[src/rtl/riscv_pkg.sv]
// Shared core constants: data width, register address width and the hardwired-zero register.
package riscv_pkg;

   localparam int unsigned XLEN       = 32;
   localparam int unsigned REG_ADDR_W = 5;

   localparam logic [REG_ADDR_W-1:0] REG_X0 = '0;

endpackage

[src/rtl/regfile_wb_arbiter_rr.sv]
// Round-robin priority pick: first set request at or after ptr (mod N) wins.
// Purely combinational; the caller owns the pointer register.
module rr_arbiter #(
   parameter int unsigned N  = 3,
   localparam int unsigned IW = (N > 1) ? $clog2(N) : 1
) (
   input  logic [N-1:0]  req_i,
   input  logic [IW-1:0] ptr_i,
   output logic [N-1:0]  gnt_c_o,
   output logic [IW-1:0] idx_c_o,
   output logic          any_c_o
);

   logic [IW-1:0] cand;
   logic          found;

   always_comb begin
      gnt_c_o = '0;
      idx_c_o = '0;
      cand    = '0;
      found   = 1'b0;
      for (int unsigned k = 0; k < N; k++) begin
         cand = IW'((32'(ptr_i) + k) % N);
         if (!found && req_i[cand]) begin
            found         = 1'b1;
            gnt_c_o[cand] = 1'b1;
            idx_c_o       = cand;
         end
      end
      any_c_o = found;
   end

endmodule

[src/rtl/regfile_wb_arbiter.sv]
// Shares the register-file write port among NUM_REQ write-back sources.
// Round-robin grant, one registered output stage, x0 writes filtered out.
module regfile_wb_arbiter #(
   parameter int unsigned NUM_REQ = 3,
   parameter int unsigned XLEN    = riscv_pkg::XLEN,
   parameter int unsigned AW      = riscv_pkg::REG_ADDR_W
) (
   input  logic                    clk,
   input  logic                    reset,
   input  logic                    wb_hold,
   input  logic [NUM_REQ-1:0]      req_valid,
   input  logic [NUM_REQ*AW-1:0]   req_rd,
   input  logic [NUM_REQ*XLEN-1:0] req_data,
   output logic [NUM_REQ-1:0]      req_ready,
   output logic                    reg_write,
   output logic [AW-1:0]           rd,
   output logic [XLEN-1:0]         write_data,
   output logic [2:0]              grant_id,
   output logic                    busy
);

   import riscv_pkg::*;

   localparam int unsigned IW = (NUM_REQ > 1) ? $clog2(NUM_REQ) : 1;

   logic [IW-1:0]      ptr_q, ptr_d;
   logic [NUM_REQ-1:0] gnt;
   logic [IW-1:0]      win;
   logic               any;
   logic               accept;
   logic [AW-1:0]      sel_rd;
   logic [XLEN-1:0]    sel_data;

   logic               reg_write_q;
   logic [AW-1:0]      rd_q;
   logic [XLEN-1:0]    write_data_q;
   logic [2:0]         grant_id_q;

   rr_arbiter #(.N(NUM_REQ)) u_rr (
      .req_i   (req_valid),
      .ptr_i   (ptr_q),
      .gnt_c_o (gnt),
      .idx_c_o (win),
      .any_c_o (any)
   );

   // Nobody is granted while in reset or while the port is held elsewhere.
   assign accept    = any & reset & ~wb_hold;
   assign req_ready = accept ? gnt : '0;
   assign busy      = |(req_valid & ~req_ready);

   always_comb begin
      sel_rd   = '0;
      sel_data = '0;
      for (int unsigned i = 0; i < NUM_REQ; i++) begin
         if (gnt[i]) begin
            sel_rd   = sel_rd   | req_rd[i*AW +: AW];
            sel_data = sel_data | req_data[i*XLEN +: XLEN];
         end
      end
   end

   always_comb begin
      ptr_d = ptr_q;
      if (accept) begin
         ptr_d = (32'(win) == NUM_REQ - 1) ? '0 : win + IW'(1);
      end
   end

   always_ff @(posedge clk) begin
      if (!reset) begin
         ptr_q        <= '0;
         reg_write_q  <= 1'b0;
         rd_q         <= '0;
         write_data_q <= '0;
         grant_id_q   <= '0;
      end else begin
         ptr_q       <= ptr_d;
         reg_write_q <= accept && (sel_rd != AW'(REG_X0));
         if (accept) begin
            rd_q         <= sel_rd;
            write_data_q <= sel_data;
            grant_id_q   <= 3'(win);
         end
      end
   end

   assign reg_write  = reg_write_q;
   assign rd         = rd_q;
   assign write_data = write_data_q;
   assign grant_id   = grant_id_q;

endmodule

[config.mk]
export PLATFORM = sky130hd
export DESIGN_NAME = regfile_wb_arbiter
export DESIGN_NICKNAME = d
export VERILOG_FILES = /design/src/rtl/riscv_pkg.sv /design/src/rtl/regfile_wb_arbiter_rr.sv /design/src/rtl/regfile_wb_arbiter.sv
export SDC_FILE = /design/constraint.sdc
export NUM_CORES = 1
export LEC_CHECK = 0
export ABC_CLOCK_PERIOD_IN_PS = 2710
export BUFFER_PORTS_ARGS = -buffer_cell sky130_fd_sc_hd__buf_4
export CAP_MARGIN = 20
export CORE_UTILIZATION = 41
export DETAILED_ROUTE_END_ITERATION = 8
export GPL_TIMING_DRIVEN = 1
export PLACE_DENSITY = 0.8
export REMOVE_ABC_BUFFERS = 1
export SLEW_MARGIN = 10
export SYNTH_ARGS = -nofsm -noshare
export SYNTH_HDL_FRONTEND = slang
export SYNTH_SLANG_ARGS = --single-unit
[constraint.sdc]
create_clock -name clk -period 2.71 [get_ports clk]
set_input_delay 0.1355 -clock clk [delete_from_list [all_inputs] [get_ports clk]]
set_output_delay 0.1355 -clock clk [all_outputs]
set_load 0.1 [all_outputs]
==> metrics.txt, run 1 <==
status complete, no violations; unrepaired setup endpoints after global routing yes; Hold Path End write_data[5]; hold path depth 3; r2r setup slk between 0.15 and 0.2 ns; largest area contributor in the netlist dfxtp_1; DRT Pass-1 Iters 9; layout cells sized above 1 0.4736; MaxCap Viol Count 0; number of buffers added on ports 160; first-pass GRT wire length roughly 12000 um; full die area approximately 6000 um2; DRT antenna net count 0; I/O pins 162; async set or reset register ratio after synthesis 0; DRC 0; FMAX 387.5 MHz; Peak VDD IR between 0.0003 and 0.0004 V; Clock transition at path regs about 0.08 ns; Syn. warnings 0; GRT Overall Usage 0.2532; CTS Buffer Depth 2; vias per std cell about 5.8; mux contribution to synthesized area 0.01756; r2r startpoint ptr_q[0]; Placer Congestion between 0.8 and 0.9; Die Ht 76.57 um; Clock Sinks 42; Avg Inst Size Synth about 8.6 um2; EDFF count, synth 0; crit path kind flop to primary output; ANT cells 0; Yosys top cell area share 0.3688; Setup crit end kind primary output; H-tree depth 2; Worst R2R End reg_write; Util after Layout 0.7138; Mapped Cells ~270; later-pin clock latency in the skew report approximately 0.28 ns; Setup crit start kind flop; largest net degree at the start of global routing 43; final hold viol count 0; vias post-DR around 2800; Post-DP HPWL about 5700 um; hold path startpoint req_data[69]; wirelength, routed between 7000 and 8000 um; Post-Synth XOR/XNOR Area 0; Placed Area between 3000 and 4000 um2; Slew Viols, Final 0; Register-to-Register Path Depth 11; final setup fails 0; die span in x about 77 um; Root Buffer clkbuf_8; Pleak around 0.0019 uW; Post-Synth Adder-Cell Area 0.02195; routed len/inst 16.01 um; initial antenna violation count 0; largest family of logic cells by synthesized area compound AO/OA/AOI/OAI gates; fin nets ~540; row cnt 26; post-synthesis simple-gate area fraction 0.1175; hold_ws 0.09128 ns; PwrDens just under 700 nW/um2; crit path time final between 2 and 3 ns; fin area 3739 um2; CTS tree built; area of the multi-input gates roughly 1300 um2; hold_buf cts 0; 1st-iter DRT viols 222; Post-Syn Area around 2300 um2; Clock Skew ~0.003 ns; period utilization 0.9523; crit-path max FO 10; Reg area roughly 840 um2; top post-synthesis cells by area dfxtp_1, a222oi_1, a21oi_1; GR Overflow Total 0; Main synth FF type dfxtp_1; Hold Path Class input pin to flop; Worst Path Required around 2.6 ns; Synth Area in Compound Gates 0.3880; CTS buffer count 5; Placeable Area 5238 um2; Starting Density 0.4353; # fillers roughly 420; synth unique cells 39; Synth-to-Final Area Change 64.00%; Critical Path AT approximately 2.5 ns; via count of the first global-routing pass 2669; Yosys reg bits 42; sequential area share after synthesis 0.3688
what timing repair did:
action / 4_1_cts / 5_1_grt
setup endpoints to repair: 2 / 4
pin swaps: 1 / 1
buffers inserted: 1 / 3
endpoints found under the hold margin: 0 / 0
gates resized for setup: 8 / 8
state kept, by name, indices dropped and copies added, names as in the netlist:
name,count
write_data,32
rd,5
grant_id,2
ptr_q,2
reg_write,1
worst max-delay path by stage:
stage              from             to  slack (ns)  depth (start not counted)
2_1_floorplan  ptr_q[1]           busy       -2.57                          8
3_3_place_gp   ptr_q[0]  write_data[2]        0.25                          9
3_5_place_dp   ptr_q[1]           busy        0.20                         10
4_1_cts        ptr_q[1]           busy        0.03                          8
5_1_grt        ptr_q[0]           busy       -0.02                          9
6_report       ptr_q[0]           busy        0.13                          7
report_power, final:
group | internal, uW | switching [uW] | leakage, uW
Clock | 295 | 208 | 0.0000573
Sequential | 696 | 40.9 | 0.000348
Combinational | 416 | 938 | 0.00145
cells by family after synthesis:
kind of cell	count (synthesis)
flops	42
buf+inv	38
simple gates	59
mux	4
fa+ha+maj	4
other cells	1
compound gates	117
worst max-delay path: stages (launching register included):
cell and delay (ns):
dfxtp_1 0.37, inv_1 0.09, ha_2 0.38, o32ai_1 0.46, a32o_4 0.34, and2_1 0.19
o221ai_2 0.13, buf_8 0.19
cell type report:
cell class | count | share of cell area
Multi-Input combinational cell | 185 | 0.3584
Sequential cell | 42 | 0.2252
Inverter | 8 | 0.008032
Clock buffer | 6 | 0.02209
Tap cell | 70 | 0.02343
Clock inverter | 1 | 0.008032
Timing Repair Buffer | 174 | 0.3548
cell usage in the layout, fill, tap and decap left out, types with 5 or more instances in the layout:
master / count
dfxtp_1: 41
o21ai_0: 5
inv_1: 7
o211a_1: 17
buf_4: 172
nand3_1: 7
a21oi_1: 37
nand2_1: 38
a222oi_1: 21
clkbuf_8: 6
a221oi_1: 16
metrics by stage:
step	std cells	total power [uW]	setup slack (ns)	setup TNS, ns
CTS	483	2583	0.03107	0
global placement	475	2044	0.2462	0
global route	486	2706	-0.02167	-0.02167
floorplan	235	1645	-2.574	-40.59
finish	486	2594	0.1292	0
detailed placement	475	2057	0.1996	0
synthesized netlist by cell type, types with 2 or more instances:
cell type and n:
ha_1 4, o31ai_1 3, buf_6 4, clkbuf_1 14, buf_1 2, o211a_1 17, a21oi_1 37, o21ai_1 6
buf_4 3, a222oi_1 21, o21ai_0 5, nor2b_1 2, mux2i_1 4, and2_1 4, a31oi_1 2, buf_2 7
nand2_1 38, inv_1 7, nand3_1 7, dfxtp_1 42, a221oi_1 16, nand2b_1 3
per-layer routing:
metal  wire (um)  part of all wire  track usage  vias up
li1            -                 -            -     1325
met1        3026              0.39       0.2854     1365
met2        4075              0.52       0.4622      127
met3         550             0.071      0.06826       11
met4         127             0.016      0.07308        0
met5           0                 0            0        -
Note: power is estimated with default switching activity, not from simulation.
==> run 2, diff against run 1 <==
--- a/config.mk
+++ b/config.mk
@@ -8,10 +8,12 @@
 export ABC_CLOCK_PERIOD_IN_PS = 2710
 export BUFFER_PORTS_ARGS = -buffer_cell sky130_fd_sc_hd__buf_4
 export CAP_MARGIN = 20
-export CORE_UTILIZATION = 41
+export CORE_UTILIZATION = 42
+export CTS_BUF_LIST = sky130_fd_sc_hd__clkbuf_4 sky130_fd_sc_hd__clkbuf_8
+export CTS_CLUSTER_DIAMETER = 60
 export DETAILED_ROUTE_END_ITERATION = 8
 export GPL_TIMING_DRIVEN = 1
-export PLACE_DENSITY = 0.8
+export PLACE_DENSITY = 0.82
 export REMOVE_ABC_BUFFERS = 1
 export SLEW_MARGIN = 10
 export SYNTH_ARGS = -nofsm -noshare
==> run 2 against run 1 <==
Against the previous run: critical endpoint is now write_data[3]; die area fell by 2.3%; non-clock buffer count decreased by 2; via count down 3.4%; combinational power shrank 3%; clock-buffer cell count unchanged; total power decreased by 5.3%; sequential cell count stayed put; largest cell class unchanged; sequential share of layout area grew 0.49 points; final area decreased by 2.1%; global-route usage decreased by 0.19 points; utilization decreased by 0.63 points.
==> metrics.txt, run 2 (synthesized netlist as in run 1, its figures left out) <==
Hold Path End write_data[27]; later-pin clock latency in the skew report 0.29 ns (about the same); DP Worst Slack 0.07266 ns (-0.1270 ns); Slew Viols, Final 0 (unchanged); GRT Overall Usage 0.2513 (-0.001918); crit path kind flop to flop; 1st-iter DRT viols 262 (+18%); Placer Congestion 0.8843 (+6.2%); Worst Path Required 2.90 ns (+0.33 ns); wirelength, routed 7455 um (-4.2%); I/O pins 162 (unchanged); final setup fails 0 (unchanged); PwrDens 671.1 nW/um2 (-3.3%); Clock Skew 0.004538 ns (+0.001496 ns); Synth-to-Final Area Change 60.54%; Peak VDD IR 0.0003779 V (+12%); slowest cell on the critical path a222oi_1; DRT Pass-1 Iters 7 (-2); Clock transition at path regs 0.08 ns (about the same); largest net degree at the start of global routing 46 (+7.0%); Die Ht 75.68 um (-1.2%); full die area 5727 um2 (-2.3%); via count of the first global-routing pass 2507 (-6.1%); vias per std cell 5.635 (-3.2%); DP Cell Count 475 (unchanged); routed len/inst 15.37 um (-4.0%); worst setup slack after layout 0.1273 ns (-0.001917 ns); crit-path max cell delay 0.45 ns (about the same); commonest non-fill, non-tap cells in the layout buf_4, dfxtp_1, nand2_1, a21oi_1, a222oi_1; ANT cells 0 (unchanged); CP cell instances inv_1 -> ha_2 -> a21oi_1 -> o32ai_1 -> a32o_2 -> buf_4 -> buf_4 -> a222oi_1 -> nand2_1 -> o211a_1; most common cell after layout, fill and taps aside buf_4; vias post-DR 2733 (-3.4%); Util after Layout 0.7075 (-0.006261); MaxCap Viol Count 0 (unchanged); crit-path max FO 12 (+2); first-pass GRT wire length 10960 um (-9.6%); Register-to-Register Path Depth 10 (-1); Starting Density 0.4407 (+0.005475); r2r setup slk 0.13 ns (-0.06 ns); hold path depth 3 (unchanged); CTS buffer count 5 (unchanged); most numerous cell on the critical path buf_4; Post-DP HPWL 5455 um (-4.2%); Root Buffer clkbuf_8; initial antenna violation count 0 (unchanged); CTS tree built; fin nets 535 (-0.37%); r2r startpoint ptr_q[0]; GR Overflow Total 0 (unchanged); number of buffers added on ports 160 (unchanged); Critical Path AT 2.77 ns (+0.32 ns); Hold Path Class input pin to flop; Placed Area 3503 um2 (-0.36%); fin area 3660 um2 (-2.1%); crit path time final 2.583 ns (+0.001917 ns); CTS Buffer Depth 2 (unchanged); Worst R2R End write_data[3]; FMAX 387.2 MHz (about the same); unrepaired setup endpoints after global routing no; Setup crit end kind flop; row cnt 26 (unchanged); DRT antenna net count 0 (unchanged); Pleak 0.001831 uW (-1.2%); layout cells sized above 1 0.4723 (-0.001269); hold_buf cts 0 (unchanged); Layout Cells excl Fill 485 (-0.21%); status complete, no violations; Largest register FFs 32 (unchanged); Setup crit start kind flop; Placeable Area 5172 um2 (-1.2%); Clock Sinks 42 (unchanged); period utilization 0.9530 (about the same); hold path startpoint req_data[91]; die span in x 75.68 um (-1.2%); Power Total 2456 uW (-5.3%); H-tree depth 2 (unchanged); DRC 0 (unchanged); final hold viol count 0 (unchanged)
==> run 2: layout make-up <==
cell class | count | area [um2]
well taps | 70 | 87.58
clock inverters | 2 | 13.76
flip-flops and latches | 42 | 842.1
repair buffers | 172 | 1299
clock buffers | 6 | 76.32
inverters | 8 | 30.03
fillers | 441 | 1513
multi-input cells | 185 | 1311
==> run 2: metal layers <==
layer | GRT usage | vias up | share of wire
li1 | - | 1322 | -
met2 | 0.4405 | 120 | 0.50
met3 | 0.07407 | 8 | 0.081
met4 | 0.06996 | 0 | 0.012
met5 | 0 | - | 0
met1 | 0.2990 | 1283 | 0.40
==> run 2: critical path: cells and delay by family, from the launching register on <==
| family | cells | cell delay (ns) |
|---|---|---|
| AOI/OAI and AO/OA | 5 | 1.19 |
| buffers and inverters | 3 | 0.40 |
| DFF | 1 | 0.38 |
| adders and majority gates | 1 | 0.38 |
| and+or+nand+nor | 1 | 0.11 |
==> run 2: metrics by stage <==
stage | TNS [ns] | hold WS (ns)
finish | 0 | 0.08510
global route | 0 | 0.08305
CTS | 0 | 0.08034
detailed placement | 0 | 0.3941
global placement | 0 | 0.3845
floorplan | -40.59 | 0.2572
==> run 2: worst max path at each step <==
stage	startpoint	to	slack (ns)
6_report	ptr_q[0]	write_data[3]	0.13
4_1_cts	ptr_q[0]	busy	0.01
3_5_place_dp	ptr_q[0]	write_data[3]	0.07
3_3_place_gp	ptr_q[0]	write_data[3]	0.16
5_1_grt	ptr_q[1]	busy	0.05
2_1_floorplan	ptr_q[1]	busy	-2.57
==> run 2: repair_timing <==
item / CTS / global route
resized for setup: 4 / 8
pin swaps: 1 / 0
hold endpoints to repair: 0 / 0
endpoints found under the setup margin: 2 / 1
setup buffers: 2 / 0
==> run 2: report_power, final <==
group	internal (uW)	switching [uW]	total, uW	leakage (uW)
Sequential	696	42.0	739	0.000348
Clock	192	214	406	0.0000486
Combinational	392	920	1310	0.00144
